[src/rtl/fifo_queue_pkg.sv]
// Shared sizing helpers and parameter legality rules for the parametrised FIFO.
package fifo_queue_pkg;

   function automatic int count_width(input int depth);
      return $clog2(depth + 1);
   endfunction

   function automatic int ptr_width(input int depth);
      return (depth > 1) ? $clog2(depth) : 1;
   endfunction

   function automatic bit params_legal(input int data_width, input int depth,
                                       input int af_level, input int ae_level);
      return (data_width >= 1) && (depth >= 2) &&
             (af_level >= 1) && (af_level <= depth - 1) &&
             (ae_level >= 0) && (ae_level <= depth - 2) &&
             (ae_level < af_level);
   endfunction

endpackage

[src/rtl/fifo_queue_mem.sv]
// DEPTH x DATA_WIDTH storage with one write port and one registered read port.
module fifo_queue_mem #(
   parameter int DATA_WIDTH = 8,
   parameter int DEPTH      = 8,
   parameter int AW         = 3
) (
   input  logic                  clk,
   input  logic                  rst_n,
   input  logic                  wr_en,
   input  logic [AW-1:0]         wr_addr,
   input  logic [DATA_WIDTH-1:0] wr_data,
   input  logic                  rd_en,
   input  logic [AW-1:0]         rd_addr,
   output logic [DATA_WIDTH-1:0] rd_data
);

   logic [DATA_WIDTH-1:0] mem [DEPTH];

   // NOTE: the array has no reset so it can map onto RAM; only the output register is reset.
   always_ff @(posedge clk) begin
      if (wr_en) mem[wr_addr] <= wr_data;
   end

   // NOTE: non-blocking read returns the old entry when the same slot is written this edge.
   always_ff @(posedge clk or negedge rst_n) begin
      if (!rst_n)     rd_data <= '0;
      else if (rd_en) rd_data <= mem[rd_addr];
   end

endmodule

[src/rtl/fifo_queue_param.sv]
// Single-clock FIFO: pointers, occupancy, registered status flags and sticky errors.
module fifo_queue_param
   import fifo_queue_pkg::*;
#(
   parameter  int DATA_WIDTH         = 8,
   parameter  int DEPTH              = 8,
   parameter  int ALMOST_FULL_LEVEL  = DEPTH - 2,
   parameter  int ALMOST_EMPTY_LEVEL = 2,
   localparam int CW                 = count_width(DEPTH)
) (
   input  logic                  Clk_In,
   input  logic                  Reset_n_In,
   input  logic [DATA_WIDTH-1:0] Data_In,
   input  logic                  Write_Enable_In,
   input  logic                  Read_Enable_In,
   input  logic                  Flush_In,
   input  logic                  Clear_Errors_In,
   output logic [DATA_WIDTH-1:0] Data_Out,
   output logic                  Data_Valid_Out,
   output logic                  FIFO_Empty,
   output logic                  FIFO_Full,
   output logic                  Almost_Empty,
   output logic                  Almost_Full,
   output logic [CW-1:0]         Fill_Count,
   output logic                  Overflow_Error,
   output logic                  Underflow_Error
);

   localparam int AW = ptr_width(DEPTH);
   localparam logic [AW-1:0] LAST_PTR = AW'(DEPTH - 1);
   localparam logic [CW-1:0] FULL_CNT = CW'(DEPTH);
   localparam logic [CW-1:0] AF_CNT   = CW'(ALMOST_FULL_LEVEL);
   localparam logic [CW-1:0] AE_CNT   = CW'(ALMOST_EMPTY_LEVEL);
   localparam logic [CW-1:0] ONE_CNT  = CW'(1);

   if (!params_legal(DATA_WIDTH, DEPTH, ALMOST_FULL_LEVEL, ALMOST_EMPTY_LEVEL)) begin : g_bad_params
      $error("fifo_queue_param: illegal DATA_WIDTH/DEPTH/ALMOST_FULL_LEVEL/ALMOST_EMPTY_LEVEL");
   end

   logic [AW-1:0] wr_ptr, rd_ptr;
   logic [CW-1:0] count_next;
   logic          rd_ok, wr_ok, rd_go, wr_go, ovf_set, unf_set;

   function automatic logic [AW-1:0] next_ptr(input logic [AW-1:0] ptr);
      return (ptr == LAST_PTR) ? '0 : ptr + AW'(1);
   endfunction

   // Flush suppresses the transfers and the errors that would otherwise be raised.
   assign rd_ok   = Read_Enable_In & ~FIFO_Empty;
   assign wr_ok   = Write_Enable_In & (~FIFO_Full | rd_ok);
   assign rd_go   = rd_ok & ~Flush_In;
   assign wr_go   = wr_ok & ~Flush_In;
   assign ovf_set = Write_Enable_In & ~wr_ok & ~Flush_In;
   assign unf_set = Read_Enable_In & ~rd_ok & ~Flush_In;

   // NOTE: default first so every path assigns count_next and no latch is inferred.
   always_comb begin
      count_next = Fill_Count;
      if (Flush_In)            count_next = '0;
      else if (wr_go & ~rd_go) count_next = Fill_Count + ONE_CNT;
      else if (rd_go & ~wr_go) count_next = Fill_Count - ONE_CNT;
   end

   always_ff @(posedge Clk_In or negedge Reset_n_In) begin
      if (!Reset_n_In) begin
         wr_ptr          <= '0;
         rd_ptr          <= '0;
         Fill_Count      <= '0;
         Data_Valid_Out  <= 1'b0;
         FIFO_Empty      <= 1'b1;
         FIFO_Full       <= 1'b0;
         Almost_Empty    <= 1'b1;
         Almost_Full     <= 1'b0;
         Overflow_Error  <= 1'b0;
         Underflow_Error <= 1'b0;
      end else begin
         if (Flush_In) begin
            wr_ptr <= '0;
            rd_ptr <= '0;
         end else begin
            if (wr_go) wr_ptr <= next_ptr(wr_ptr);
            if (rd_go) rd_ptr <= next_ptr(rd_ptr);
         end
         // Flags come from count_next so they move on the same edge as the count.
         Fill_Count      <= count_next;
         FIFO_Empty      <= (count_next == '0);
         FIFO_Full       <= (count_next == FULL_CNT);
         Almost_Empty    <= (count_next <= AE_CNT);
         Almost_Full     <= (count_next >= AF_CNT);
         Data_Valid_Out  <= rd_go;
         Overflow_Error  <= ovf_set | (Overflow_Error  & ~Clear_Errors_In);
         Underflow_Error <= unf_set | (Underflow_Error & ~Clear_Errors_In);
      end
   end

   fifo_queue_mem #(
      .DATA_WIDTH (DATA_WIDTH),
      .DEPTH      (DEPTH),
      .AW         (AW)
   ) u_mem (
      .clk     (Clk_In),
      .rst_n   (Reset_n_In),
      .wr_en   (wr_go),
      .wr_addr (wr_ptr),
      .wr_data (Data_In),
      .rd_en   (rd_go),
      .rd_addr (rd_ptr),
      .rd_data (Data_Out)
   );

endmodule

[config.mk]
export PLATFORM = sky130hd
export DESIGN_NAME = fifo_queue_param
export DESIGN_NICKNAME = d
export VERILOG_FILES = /design/src/rtl/fifo_queue_pkg.sv /design/src/rtl/fifo_queue_mem.sv /design/src/rtl/fifo_queue_param.sv
export SDC_FILE = /design/constraint.sdc
export NUM_CORES = 1
export LEC_CHECK = 0
export CAP_MARGIN = 20
export CORE_MARGIN = 2
export CORE_UTILIZATION = 40
export DETAILED_ROUTE_END_ITERATION = 8
export GPL_TIMING_DRIVEN = 1
export PLACE_DENSITY_LB_ADDON = 0.1
export SYNTH_ARGS = -nofsm -noshare
export SYNTH_HDL_FRONTEND = slang
export SYNTH_SLANG_ARGS = --single-unit
[constraint.sdc]
create_clock -name Clk_In -period 6.05 [get_ports Clk_In]
set_input_delay 1.5125 -clock Clk_In [delete_from_list [all_inputs] [get_ports Clk_In]]
set_output_delay 1.5125 -clock Clk_In [all_outputs]
set_load 0.1 [all_outputs]
# Word level (Yosys, flattened, before mapping)
# Memory sizes are Yosys's and may differ from the RTL's. A register that Yosys moved wholly into a read port is not among the register bits.
# Cells that the tools add are included.
[totals]
register_bits = 17
ram_bits = 64
in_bits = 14
output_inout_bits = 19
word_cells = 58
mem_count = 1
[memory_table]
columns = ["name", "words", "width", "rd", "rd_clocked_by_memory_dff", "write_ports", "line", "source"]
rows = [
  ["u_mem.mem", 8, 8, 1, 1, 1, "fifo_queue_mem.sv:17", "logic [DATA_WIDTH-1:0] mem [DEPTH];"],
]
[op_classes]
n_addsub = 4
order_cmp = 2
eq_ne = 3
n_mux = 11
n_bitwise = 23
n_reduce_logical = 4
[op_table]
columns = ["op", "count"]
rows = [
  ["$mux W3", 6],
  ["$and A1 B1 Y1", 12],
  ["$mux W4", 3],
  ["$not A1 Y1", 8],
  ["$add A3 B1 Y3 const B", 2],
  ["$eq A3 B3 Y1 const B", 2],
  ["$add A4 B1 Y4 const B", 1],
  ["$eq A4 B4 Y1 const B", 1],
  ["$ge A4 B3 Y1 const B", 1],
  ["$le A4 B2 Y1 const B", 1],
  ["$logic_not A4 Y1", 1],
  ["$reduce_bool A2 Y1", 2],
  ["$sub A4 B1 Y4 const B", 1],
  ["$or A1 B1 Y1", 3],
  ["$mux W1", 2],
  ["$logic_not A1 Y1", 1],
]

# Longest topological paths before layout
[logic_depth]
depth_word = 11
mapped_depth = 7
depth_no_buf = 7

# Hierarchy
# From an unflattened synthesis, not the netlist that was laid out.
[hier_totals]
hier_cells = 257
hier_area_um2 = 3779.9
[modules_own_cells]
columns = ["module", "instances", "cells_per_inst", "area_per_inst_um2", "seq_area_each_um2"]
rows = [
  ["fifo_queue_mem", 1, 169, 2861.5, 2122.0],
  ["fifo_queue_param", 1, 88, 918.4, 427.9],
]

# Worst setup path after synthesis
# No wires, ideal clock.
[synth_path]
path_kind = "input-to-reg"
from = "in Flush_In"
to = "mem u_mem.mem[0][0], enable pin"
setup_time_ps = 383
arrival_ps = 2641
t_required_ps = 5667
slack_ps = 3025
path_stages = 5
n_path_buf = 1
cell_sequence = "buf_6 nand2b_4 a21oi_1 nand2b_1 nor3_1"
[synth_via]
elab_chain_cells = 4
[synth_lines]
columns = ["item", "line", "source"]
rows = [
  ["start, declared", "fifo_queue_param.sv:16", "input logic Flush_In,"],
  ["$not A1 Y1", "fifo_queue_param.sv:52", "assign wr_go = wr_ok & ~Flush_In;"],
  ["$and A1 B1 Y1", "fifo_queue_param.sv:52", ""],
  ["$mux W1", "fifo_queue_mem.sv:21", "if (wr_en) mem[wr_addr] <= wr_data;"],
  ["$mux W1 (implied by the code)", "fifo_queue_mem.sv:21", ""],
  ["end, declared", "fifo_queue_mem.sv:17", ""],
]
# Every way passes these cells.

# Final worst setup path
[layout_path]
from = "reg FIFO_Empty"
to = "out FIFO_Empty"
[layout_lines]
columns = ["item", "line", "source"]
rows = [
  ["start, declared", "fifo_queue_param.sv:20", "output logic FIFO_Empty,"],
  ["start signal, assigned", "fifo_queue_param.sv:86", "FIFO_Empty <= (count_next == '0);"],
]
# No word-level cell between the ends.

==> implementation parameters <==
Parameter                              Value

Global routing
  Initial antenna violation count ... 0
  Wire length of the first global-routing pass ... 10,700 um
  Aggregate global-route resource usage ... 14.8%
  Pin count of the biggest net entering global routing ... 26
  Overflow after GRT ... 0
  Via count of the first global-routing pass ... 1,900

Detailed routing
  Drt wl/cell ... 18.5 um
  Number of iterations in the first detailed-routing pass ... 4
  Drc violations ... 0
  Number of antenna-violating nets in the routed design ... 0
  Post-detailed-route via-to-cell ratio ... 5.23
  Total length of routed wires ... 6840 um
  Number of DRC markers in iteration 0 ... 103
  Total number of vias ... 1,930

Power and ir drop
  Total power density per cell area ... 382 nW/um^2
  Clock share of power ... 25.0%
  Maximum resistive drop on vdd ... 183 uV
  Leakage Power ... 1.45 nW
  Int Power ... 1.02 mW
  Switching Power ... 0.599 mW
  Combinational power share ... 29.7%
  Switching power share of the total ... 37.1%
  Share of power burned in registers ... 45.3%

Synth
  Simple-gate portion of the synthesized area ... 7.26%
  Net count after synthesis ... 237
  Sequential cell area fraction in the yosys report ... 70.8%
  Number of storage elements in the synthesis netlist ... 89
  XOR/XNOR Fraction of Synth Area ... 0.487%
  Largest family of logic cells by synthesized area ... multiplexers
  Cell variety after synth ... 37
  Compound-cell area share of the yosys netlist ... 4.62%
  Adder and majority gate portion of the synthesized area ... 2.09%
  Library cell occupying the most area in the post-synthesis netlist ... sky130_fd_sc_hd__edfxtp_1
  Most common library cells after synthesis ... 64 x sky130_fd_sc_hd__edfxtp_1, 23 x sky130_fd_sc_hd__dfrtp_1, 19 x sky130_fd_sc_hd__nor2_1
  Cell area after technology mapping ... 3600 um^2
  Count leader, synth ... sky130_fd_sc_hd__edfxtp_1
  Mapped Cells ... 217
  Prevailing post-synth register cell ... sky130_fd_sc_hd__edfxtp_1
  Yosys top cell area share ... 53.4%
  Average footprint of a synthesized cell ... 16.6 um^2
  Share of flip-flops with an asynchronous set or reset ... 28.1%
  Dominant cells by area after synthesis ... sky130_fd_sc_hd__edfxtp_1 53%, sky130_fd_sc_hd__dfrtp_1 16%, sky130_fd_sc_hd__mux4_2 10%
  Multiplexer fraction of the synthesized cell area ... 12.6%
  Yosys Warn Count ... 0
  Number of synthesized flops with an enable pin ... 64

Clock network
  Total of cells resized after clock tree synthesis ... 0
  Hold buffer count at cts ... 0
  Total clock sinks ... 89
  Clock latency reported for the late side of the worst-skew pair ... 0.35 ns
  Maximum root-to-sink buffer count ... 2
  H-tree levels ... 3
  CTS buffer count ... 9
  Root buffer cell ... sky130_fd_sc_hd__clkbuf_8
  Clock slew at the register clock pins of the worst setup and hold paths ... 0.09 ns
  CTS tree ... built
  Post CTS Setup Buffer Count ... 0

Setup path
  Critical Path AT ... 2.10 ns
  Crit start category ... flip-flop
  Classification of the worst setup path ... flip-flop to primary output
  Maximum net fanout on the critical path ... 7
  Kind of end point of the critical path ... primary output
  Highest-delay cell along the critical path ... sky130_fd_sc_hd__clkdlybuf4s50_1
  Total buffers and inverters traversed by the critical path ... 1
  Total stage count of the critical path ... 1
  Slowest stage delay, CP ... 1.15 ns
  Data required, critical path ... 4.54 ns
  Cell breakdown of the critical path ... clkdlybuf4s50_1
  Cell count of the worst reg-to-reg path ... 5
  Cell family with most CP delay ... buffers and inverters

Place
  Post-detailed-placement half-perimeter wirelength ... 4640 um
  Cell count after placement ... 352
  Quantity of I/O buffers inserted on ports ... 32
  Gpl congestion ... 0.764

Floorplan
  Starting utilization of the core area ... 41.3%
  Chip Height ... 98.9 um
  Area of the core region ... 8720 um^2
  Die area ... 9770 um^2
  Die X ... 98.9 um
  Site Rows ... 34
  Number of I/O pins ... 33

Worst hold path
  Worst Hold Class ... flip-flop to flip-flop
  Min-Delay Path Depth ... 2

STA
  Unrepaired setup endpoints after global routing ... false
  Part of the cycle the worst path needs ... 59.8%
  Slew Limit Headroom ... 34.6%
  Period minus WS final ... 3.62 ns
  Number of pins with negative max-slew slack in the final report ... 0
  Final number of hold-violating endpoints ... 0
  Max frequency ... 276 MHz
  Max Clock Skew ... 0.00834 ns
  Transition time at the pin with the least slew margin ... 0.977 ns
  Post-route setup TNS ... 0 ns
  Number of failing setup endpoints in the final timing report ... 0

Cells and area
  Antenna cells ... 0
  Proportion of layout cells with a drive suffix above 1 ... 16.5%
  Number of non-filler instances in the completed layout ... 369
  Final core utilization ... 48.6%
  Synthesis-to-finish area growth ... 17.7%
  Final nets ... 276

Status
  Result of the run ... finished clean

Run
  Number of max-capacitance violations reported ... 0
## path summary, 6_finish.rpt
check	start	to	slack, ns
setup / recovery	FIFO_Empty	FIFO_Empty	2.43
hold / removal	u_mem.rd_data[6]	u_mem.rd_data[6]	0.53
setup reg to reg	FIFO_Empty	u_mem.mem[1][0]	3.96
hold reg to reg	u_mem.rd_data[6]	u_mem.rd_data[6]	0.53
max in group asynchronous	Reset_n_In	FIFO_Empty	4.23
min in group asynchronous	Reset_n_In	FIFO_Full	1.52
## final cells by class
class / count / area, um^2
Clock buffer: 9 / 124
Clock inverter: 7 / 70.1
Fill cell: 730 / 4490
Inverter: 9 / 33.8
Multi-Input combinational cell: 111 / 975
Sequential cell: 89 / 2550
Tap cell: 108 / 135
Timing Repair Buffer: 36 / 348
## layout by cell type (no fill, tap or decap), drive strengths merged, types with 3 or more instances in the layout
master	Yosys	final
clkdlybuf4s50	0	32
nand2b	5	5
nor2	19	19
mux2i	9	9
a21oi	16	16
ha	6	6
inv	9	10
buf	5	4
mux4	16	16
nor3	4	4
edfxtp	64	64
dfrtp	23	23
clkinv	0	3
nand3	4	4
clkbuf	3	9
nand2	10	10
## through the flow
| step | area [um^2] | hold slack, ns | setup WS [ns] | total power, mW |
|---|---|---|---|---|
| after floorplan | 3600 | 0.544 | 3.03 | 1.11 |
| after global placement | 4030 | 0.509 | 1.83 | 1.23 |
| after detailed placement | 4040 | 0.516 | 1.89 | 1.23 |
| after CTS | 4230 | 0.540 | 2.23 | 1.63 |
| after global routing | 4240 | 0.557 | 2.30 | 1.68 |
| final | 4240 | 0.531 | 2.43 | 1.62 |
## cell families (layout without fill, tap and decap cells)
group,count (synthesis),in the layout
flops,89,89
compound gates,27,27
xor+xnor,2,2
buf+inv,17,61
simple gates,51,51
mux,25,25
fa+ha+maj,6,6
## registers in the layout (all words and copies together), names as in the netlist
register,flops
FIFO_Full,1
Almost_Empty,1
FIFO_Empty,1
u_mem.rd_data,8
Underflow_Error,1
wr_ptr,3
u_mem.mem,64
Data_Valid_Out,1
rd_ptr,3
Overflow_Error,1
Fill_Count,4
Almost_Full,1
## power groups by stage
stage	Sequential (mW)	Clock, mW	Combinational (mW)
floorplan	1.00	0	0.107
detailed placement	0.747	0	0.484
global route	0.739	0.440	0.501
global placement	0.746	0	0.483
CTS	0.733	0.416	0.485
finish	0.732	0.404	0.480
## metal layers
layer  vias to the layer above  share of wire [%]  track usage, %
met2                        43                 48            22.5
met1                       968                 47            21.3
met3                        10                4.3            2.70
li1                        909                  -               -
met5                         -                  0               0
met4                         0                1.4            6.01
No activity file was read; power rests on OpenSTA's default activity.
